`config.mk`:
```
export PLATFORM = sky130hd
export DESIGN_NAME = imm_alloc
export DESIGN_NICKNAME = d
export VERILOG_FILES = /design/src/rtl/imm_alloc.sv
export SDC_FILE = /design/constraint.sdc
export NUM_CORES = 1
export LEC_CHECK = 0
export BUFFER_PORTS_ARGS = -buffer_cell sky130_fd_sc_hd__clkbuf_2
export CORE_UTILIZATION = 45
export CTS_CLUSTER_DIAMETER = 50
export DETAILED_ROUTE_END_ITERATION = 10
export GPL_TIMING_DRIVEN = 1
export PLACE_DENSITY = 0.84
export SLEW_MARGIN = 40
export SYNTH_ARGS = -nofsm -noshare
export SYNTH_HDL_FRONTEND = slang
export SYNTH_SLANG_ARGS = --single-unit
```
`constraint.sdc`:
```
create_clock -name i_clk -period 4 [get_ports i_clk]
set_input_delay 0.2 -clock i_clk [delete_from_list [all_inputs] [get_ports i_clk]]
set_output_delay 0.2 -clock i_clk [all_outputs]
set_load 0.02 [all_outputs]
```
`src/rtl/imm_alloc.sv`:
```
// Group allocator and registered write front-end for the 4-wide immediate table.
// Hands out the lowest free 4-entry group per dispatch bundle; commit frees one group, flush frees all.
module imm_alloc #(
    parameter int SIZE  = 32,
    parameter int WIDTH = 32
) (
    input  logic                        i_clk,
    input  logic                        i_rst,
    input  logic                        i_req,
    input  logic [WIDTH-1:0]            i_wdata0,
    input  logic [WIDTH-1:0]            i_wdata1,
    input  logic [WIDTH-1:0]            i_wdata2,
    input  logic [WIDTH-1:0]            i_wdata3,
    output logic                        o_ready,
    output logic [$clog2(SIZE)-1:0]     o_tag0,
    output logic [$clog2(SIZE)-1:0]     o_tag1,
    output logic [$clog2(SIZE)-1:0]     o_tag2,
    output logic [$clog2(SIZE)-1:0]     o_tag3,
    output logic                        o_we,
    output logic [SIZE/4-1:0]           o_waddr,
    output logic [WIDTH-1:0]            o_wdata0,
    output logic [WIDTH-1:0]            o_wdata1,
    output logic [WIDTH-1:0]            o_wdata2,
    output logic [WIDTH-1:0]            o_wdata3,
    input  logic                        i_free,
    input  logic [$clog2(SIZE/4)-1:0]   i_free_grp,
    input  logic                        i_flush,
    output logic [$clog2(SIZE/4):0]     o_count
);

    localparam int G  = SIZE / 4;
    localparam int GW = $clog2(G);
    localparam int TW = $clog2(SIZE);
    localparam int CW = GW + 1;
    localparam int PW = 2 ** GW;

    logic [G-1:0]  fbm;
    logic [G-1:0]  fbm_n;
    logic [G-1:0]  sel_oh;
    logic [PW-1:0] fbm_pad;
    logic [GW-1:0] sel;
    logic [CW-1:0] cnt;
    logic [CW-1:0] cnt_n;
    logic          any_free;
    logic          accept;
    logic          free_ok;

    // Lowest set bit of the registered bitmap is the group handed out this cycle.
    assign sel_oh   = fbm & (~fbm + G'(1));
    assign any_free = |fbm;

    always_comb begin
        sel = '0;
        for (int g = G - 1; g >= 0; g--) begin
            if (fbm[g]) begin
                sel = GW'(g);
            end
        end
    end

    assign accept = i_req & any_free & ~i_flush & ~i_rst;

    // Out-of-range group indices read as already free, so their release is ignored.
    always_comb begin
        fbm_pad        = '1;
        fbm_pad[G-1:0] = fbm;
    end

    assign free_ok = i_free & ~fbm_pad[i_free_grp];

    always_comb begin
        fbm_n = fbm;
        for (int g = 0; g < G; g++) begin
            if (accept && sel_oh[g]) begin
                fbm_n[g] = 1'b0;
            end
            if (free_ok && (i_free_grp == GW'(g))) begin
                fbm_n[g] = 1'b1;
            end
        end
    end

    assign cnt_n = cnt + CW'(free_ok) - CW'(accept);

    always_ff @(posedge i_clk) begin
        if (i_rst) begin
            fbm      <= '1;
            cnt      <= CW'(G);
            o_we     <= 1'b0;
            o_waddr  <= '0;
            o_wdata0 <= '0;
            o_wdata1 <= '0;
            o_wdata2 <= '0;
            o_wdata3 <= '0;
        end else if (i_flush) begin
            fbm  <= '1;
            cnt  <= CW'(G);
            o_we <= 1'b0;
        end else begin
            fbm  <= fbm_n;
            cnt  <= cnt_n;
            o_we <= accept;
            if (accept) begin
                o_waddr  <= sel_oh;
                o_wdata0 <= i_wdata0;
                o_wdata1 <= i_wdata1;
                o_wdata2 <= i_wdata2;
                o_wdata3 <= i_wdata3;
            end
        end
    end

    assign o_ready = any_free;
    assign o_count = cnt;
    assign o_tag0  = any_free ? TW'({sel, 2'd0}) : '0;
    assign o_tag1  = any_free ? TW'({sel, 2'd1}) : '0;
    assign o_tag2  = any_free ? TW'({sel, 2'd2}) : '0;
    assign o_tag3  = any_free ? TW'({sel, 2'd3}) : '0;

endmodule

```
# [After elaboration in Yosys (flattened, before gate mapping)]
# Cells that the tools add are included.
[word_totals] wordCells=77 input_bits=136 output_inout_bits=162 regBits=149
[op_classes] n_bitwise=9 add_sub_neg=3 muxes=14 order_cmp=1 reduce_logical=28 n_eq_ne=7
[op_table] cell="two-way mux 3 bit" n=8
[op_table] cell="OR reduction 3 bit" n=8
[op_table] cell="two-way mux 5 bit" n=4
[op_table] cell="logical AND 1 bit" n=16
[op_table] cell="equality test 3 bit (second input constant)" n=4
[op_table] cell="adder 8 x 1 -> 8 bit (second input constant)" n=1
[op_table] cell="AND 8 bit" n=1
[op_table] cell="NOT 8 bit" n=1
[op_table] cell="OR reduction 8 bit" n=1
[op_table] cell="equality test 3 x 2 -> 1 bit (second input constant)" n=2
[op_table] cell="adder 4 x 1 -> 4 bit" n=1
[op_table] cell="AND 1 bit" n=4
[op_table] cell="< comparator 3 x 4 -> 1 bit (second input constant)" n=1
[op_table] cell="subtractor 4 x 1 -> 4 bit" n=1
[op_table] cell="binary-select mux 1 bit (select 3 bit)" n=1
[op_table] cell="equality test 3 x 1 -> 1 bit (second input constant)" n=1
[op_table] cell="logical NOT 3 bit" n=1
[op_table] cell="NOT 1 bit" n=3
[op_table] cell="AND reduction 2 bit" n=1
[op_table] cell="OR reduction 2 bit" n=1
[op_table] cell="two-way mux 1 bit" n=1

# [Longest topological paths before layout]
[depth] depth_word=9 ltp_mapped=12 mapped_depth_nobuf=9

# [Least setup slack after synthesis]
# Ideal clock, no wire load.
[synth_path] path_kind="register to register" startpoint="register fbm[1]" endpoint="register cnt[3] (netlist: o_count[3])" arrival_ps=2521 period_less_slack_ps=2636 path_stages_with_launch=13 setup_time_ps=115 path_buffers=3 setup_slack_ps=1364 required_ps=3885 path_cell_list="dfxtp_1 clkbuf_1 nor4_4 a211o_1 buf_6 buf_8 inv_2 ha_1 inv_1 ha_1 a21o_1 a2111oi_0 o21ba_2"
[synth_via] elab_cells_between_ends=10 classes_between="add/sub (2); mux (2); bitwise (5); reduce/logical (1)"
[synth_lines] item="from (decl)" line_no="37" rtl="logic [G-1:0] fbm;"
[synth_lines] item="from (signal assigned)" line_no="100" rtl="fbm <= fbm_n;"
[synth_lines] item="OR reduction 8 bit" line_no="50" rtl="assign any_free = |fbm;"
[synth_lines] item="AND 1 bit (3 in a row)" line_no="61" rtl="assign accept = i_req & any_free & ~i_flush & ~i_rst;"
[synth_lines] item="named net accept" line_no="45" rtl="logic accept;"
[synth_lines] item="subtractor 4 x 1 -> 4 bit" line_no="83" rtl="assign cnt_n = cnt + CW'(free_ok) - CW'(accept);"
[synth_lines] item="to (signal assigned)" line_no="88" rtl="cnt <= CW'(G);"
[synth_lines] item="to (signal assigned)" line_no="97" rtl="cnt <= CW'(G);"
[synth_lines] item="to (signal assigned)" line_no="101" rtl="cnt <= cnt_n;"
[synth_lines] item="to (decl)" line_no="42" rtl="logic [CW-1:0] cnt;"
# The timed path passes the listed nets, and every way through them passes these cells. The select of a mux whose other input is x is not followed.
# A chain may end at the register's enable or synchronous reset.

# [Worst setup path in the final report]
[layout_path] startpoint="register fbm[0]" endpoint="register cnt[3] (netlist: o_count[3])"
# The elaborated chain is that of the path after synthesis.

==> qor.yml <==
ant_nets: 0
grt_pass1_vias: 5187
synth_area_per_cell_sq_um: 11.9
worstHoldPathType: "in -> reg"
grt_max_degree: 131
synth_common_cells: "149 x dfxtp_1, 128 x nor2b_1, 90 x mux2_4"
power_mw: 3.83
power_leakage_nw: 4.65
syn_area_sq_um: 6620
first_pass_iters: 4
pre_cts_ws_ns: 1.00
finalMaxSlewViolations: 0
grt_first_pass_wirelength_um: 25100
cts_tree: "yes"
synth_top_area_share_pct: 45.0
post_cts_resized: 0
tightestPinTransition_ns: 0.727
crit_required_ns: 4.30
endpoint_kind: "flip-flop"
period_minus_slack_ns: 2.55
hold_slack_ns: 0.0146
regArea_sq_um: 2980
synthAdderAreaFrac_pct: 1.06
io_pins: 298
fill_cells: 1070
synthMuxAreaShare_pct: 27.7
design_area_sq_um: 9150
synth-xor-area-share_pct: 0.265
synthCells: 555
skew_ns: 0.0144
instances_no_fill: 1062
synth_top_family_by_area: "multiplexers"
grt_overflow_total: 0
gp_congestion: 0.866
multi_input_area_sq_um: 3220
drtIter0Drc: 224
chipHeight_um: 123
max_clock_freq_ghz: 0.391
fin_crit_sh_pct: 63.9
synth_cell_type_count: 46
fin_ws_ns: 1.45
synth_ff_type: "dfxtp_1"
relSlewSlack_pct: 51.5
drc_errors: 0
place_area_sq_um: 7970
diodes: 0
status: "complete, no violations"
cts_setup_buffers: 0
row_count: 43
clk_latency_ns: 0.42
synthToLayoutAreaGrowth_pct: 38.1
synth_compound_area_share_pct: 3.21
synth-simple-area-share_pct: 16.0
clk_pin_slew_ns: 0.06
async_reset_ff_share_pct: 0
synth_edf_count: 0
powerDensity_nw_per_um2: 419
num_vias: 5082
rsz0062_at_grt: "false"
initial_core_util_pct: 47.0
ys_seq_area_share_pct: 45.0
die_x_um: 123
antenna_found_initial: 0
vdd_drop_max_uv: 383
vias_per_cell: 4.79
routed_wl_um: 16700
critPathArrivalTime_ns: 2.86
dp_hpwl_um: 11000
reg2reg_depth: 9
dpl.cell_count: 980
post-route-util_pct: 64.9
setup_viol: 0
cts_root_buf: "clkbuf_16"
worstHoldPathCells: 2
wl_per_cell_um: 15.7
worstSetupPathType: "reg -> reg"
cp_max_fo: 11
cts.sinks: 149
io_buffers: 293
yosysTopAreaCell: "dfxtp_1"
ctsHtreeMaxLevel: 4
synth.area.top_cells: "dfxtp_1 45%, mux2_4 20%, nor2b_1 12%"
yosysMostFrequentCell: "dfxtp_1"
start_kind: "flip-flop"
setup_tns_ns: 0
track_usage_pct: 21.6
yosysWarnings: 0
hold_viol: 0
clk_path_buf_depth: 2
core_area_sq_um: 14100
cap_violations: 0
cts_buffers: 17
postSynthRegisterBits: 149
dieArea_sq_um: 15200
layout.nets: 1011
drive_above_1_share_pct: 52.5
flip-flops by register name, summed over array words and instances (netlist names):
| name | count |
|---|---|
| o_wdata0 | 32 |
| o_wdata2 | 32 |
| o_waddr | 8 |
| o_wdata3 | 32 |
| o_wdata1 | 32 |
| o_count | 4 |
| fbm | 8 |
| o_we | 1 |
power by group:
| group | total [mW] | internal [mW] | switching (mW) |
|---|---|---|---|
| Clock | 1.71 | 1.09 | 0.613 |
| Sequential | 1.60 | 1.56 | 0.0405 |
| Combinational | 0.521 | 0.265 | 0.256 |
layout by cell type, fill, tap and decap left out, types with 3 or more instances in the layout:
| cell type | netlist | final |
|---|---|---|
| clkbuf_2 | 1 | 292 |
| dfxtp_1 | 149 | 149 |
| nor2b_1 | 128 | 128 |
| mux2_4 | 90 | 90 |
| dlygate4sd3_1 | 0 | 50 |
| mux2_2 | 38 | 38 |
| clkbuf_16 | 0 | 17 |
| inv_1 | 12 | 12 |
| nand2b_1 | 10 | 10 |
| o21ai_0 | 9 | 9 |
| nor2_1 | 8 | 8 |
| nand2_1 | 7 | 7 |
| nand3_1 | 4 | 4 |
| ha_1 | 4 | 4 |
| conb_1 | 1 | 4 |
| bufinv_16 | 0 | 4 |
| clkinv_4 | 0 | 4 |
| nor3_1 | 3 | 3 |
| a211o_1 | 4 | 3 |
| clkbuf_8 | 0 | 3 |
path summary, 6_finish.rpt:
check	slack [ns]	startpoint	endpoint
max reg2reg	1.45	fbm[0]$_SDFFE_PP1P_	o_count[3]$_SDFF_PP1_
max	1.45	fbm[0]$_SDFFE_PP1P_	o_count[3]$_SDFF_PP1_
min reg2reg	0.48	o_waddr[6]$_SDFFE_PP0P_	o_waddr[6]$_SDFFE_PP0P_
min	0.01	i_wdata3[18]	o_wdata3[18]$_SDFFE_PP0P_
worst max-delay path: stages (launching register included):
cell and delay (ns):
dfxtp_1 0.42, nor4_4 0.48, a211o_4 0.22, inv_2 0.08
ha_1 0.20, inv_1 0.09, ha_1 0.23, a21o_1 0.18
a2111oi_0 0.34, o21ba_2 0.21
routing by layer:
layer  GRT usage, %  wire length, um  up-vias
li1               -                -     2465
met1           23.9             6510     2377
met2           37.4             8530      199
met3           6.69             1070       41
met4           10.8              614        0
met5              0                0        -
layout make-up:
class	instances	area share, %
well taps	180	2.46
repair buffers	346	22.1
flip-flops and latches	149	32.6
multi-input cells	343	35.3
clock buffers	20	5.10
clock inverters	11	1.90
inverters	13	0.534
kinds of logic (layout without fill, tap and decap cells):
family / count (synthesis) / count (layout)
xor+xnor: 2 / 2
fa+ha+maj: 5 / 5
buf+inv: 66 / 390
simple gates: 172 / 172
other cells: 1 / 4
flops: 149 / 149
compound gates: 29 / 29
mux: 131 / 131
what timing repair did:
item	4_1_cts	5_1_grt
endpoints found under the setup margin	0	0
endpoints found under the hold margin	50	0
hold buffers	50	0
Power figures use the tool's default switching activity.
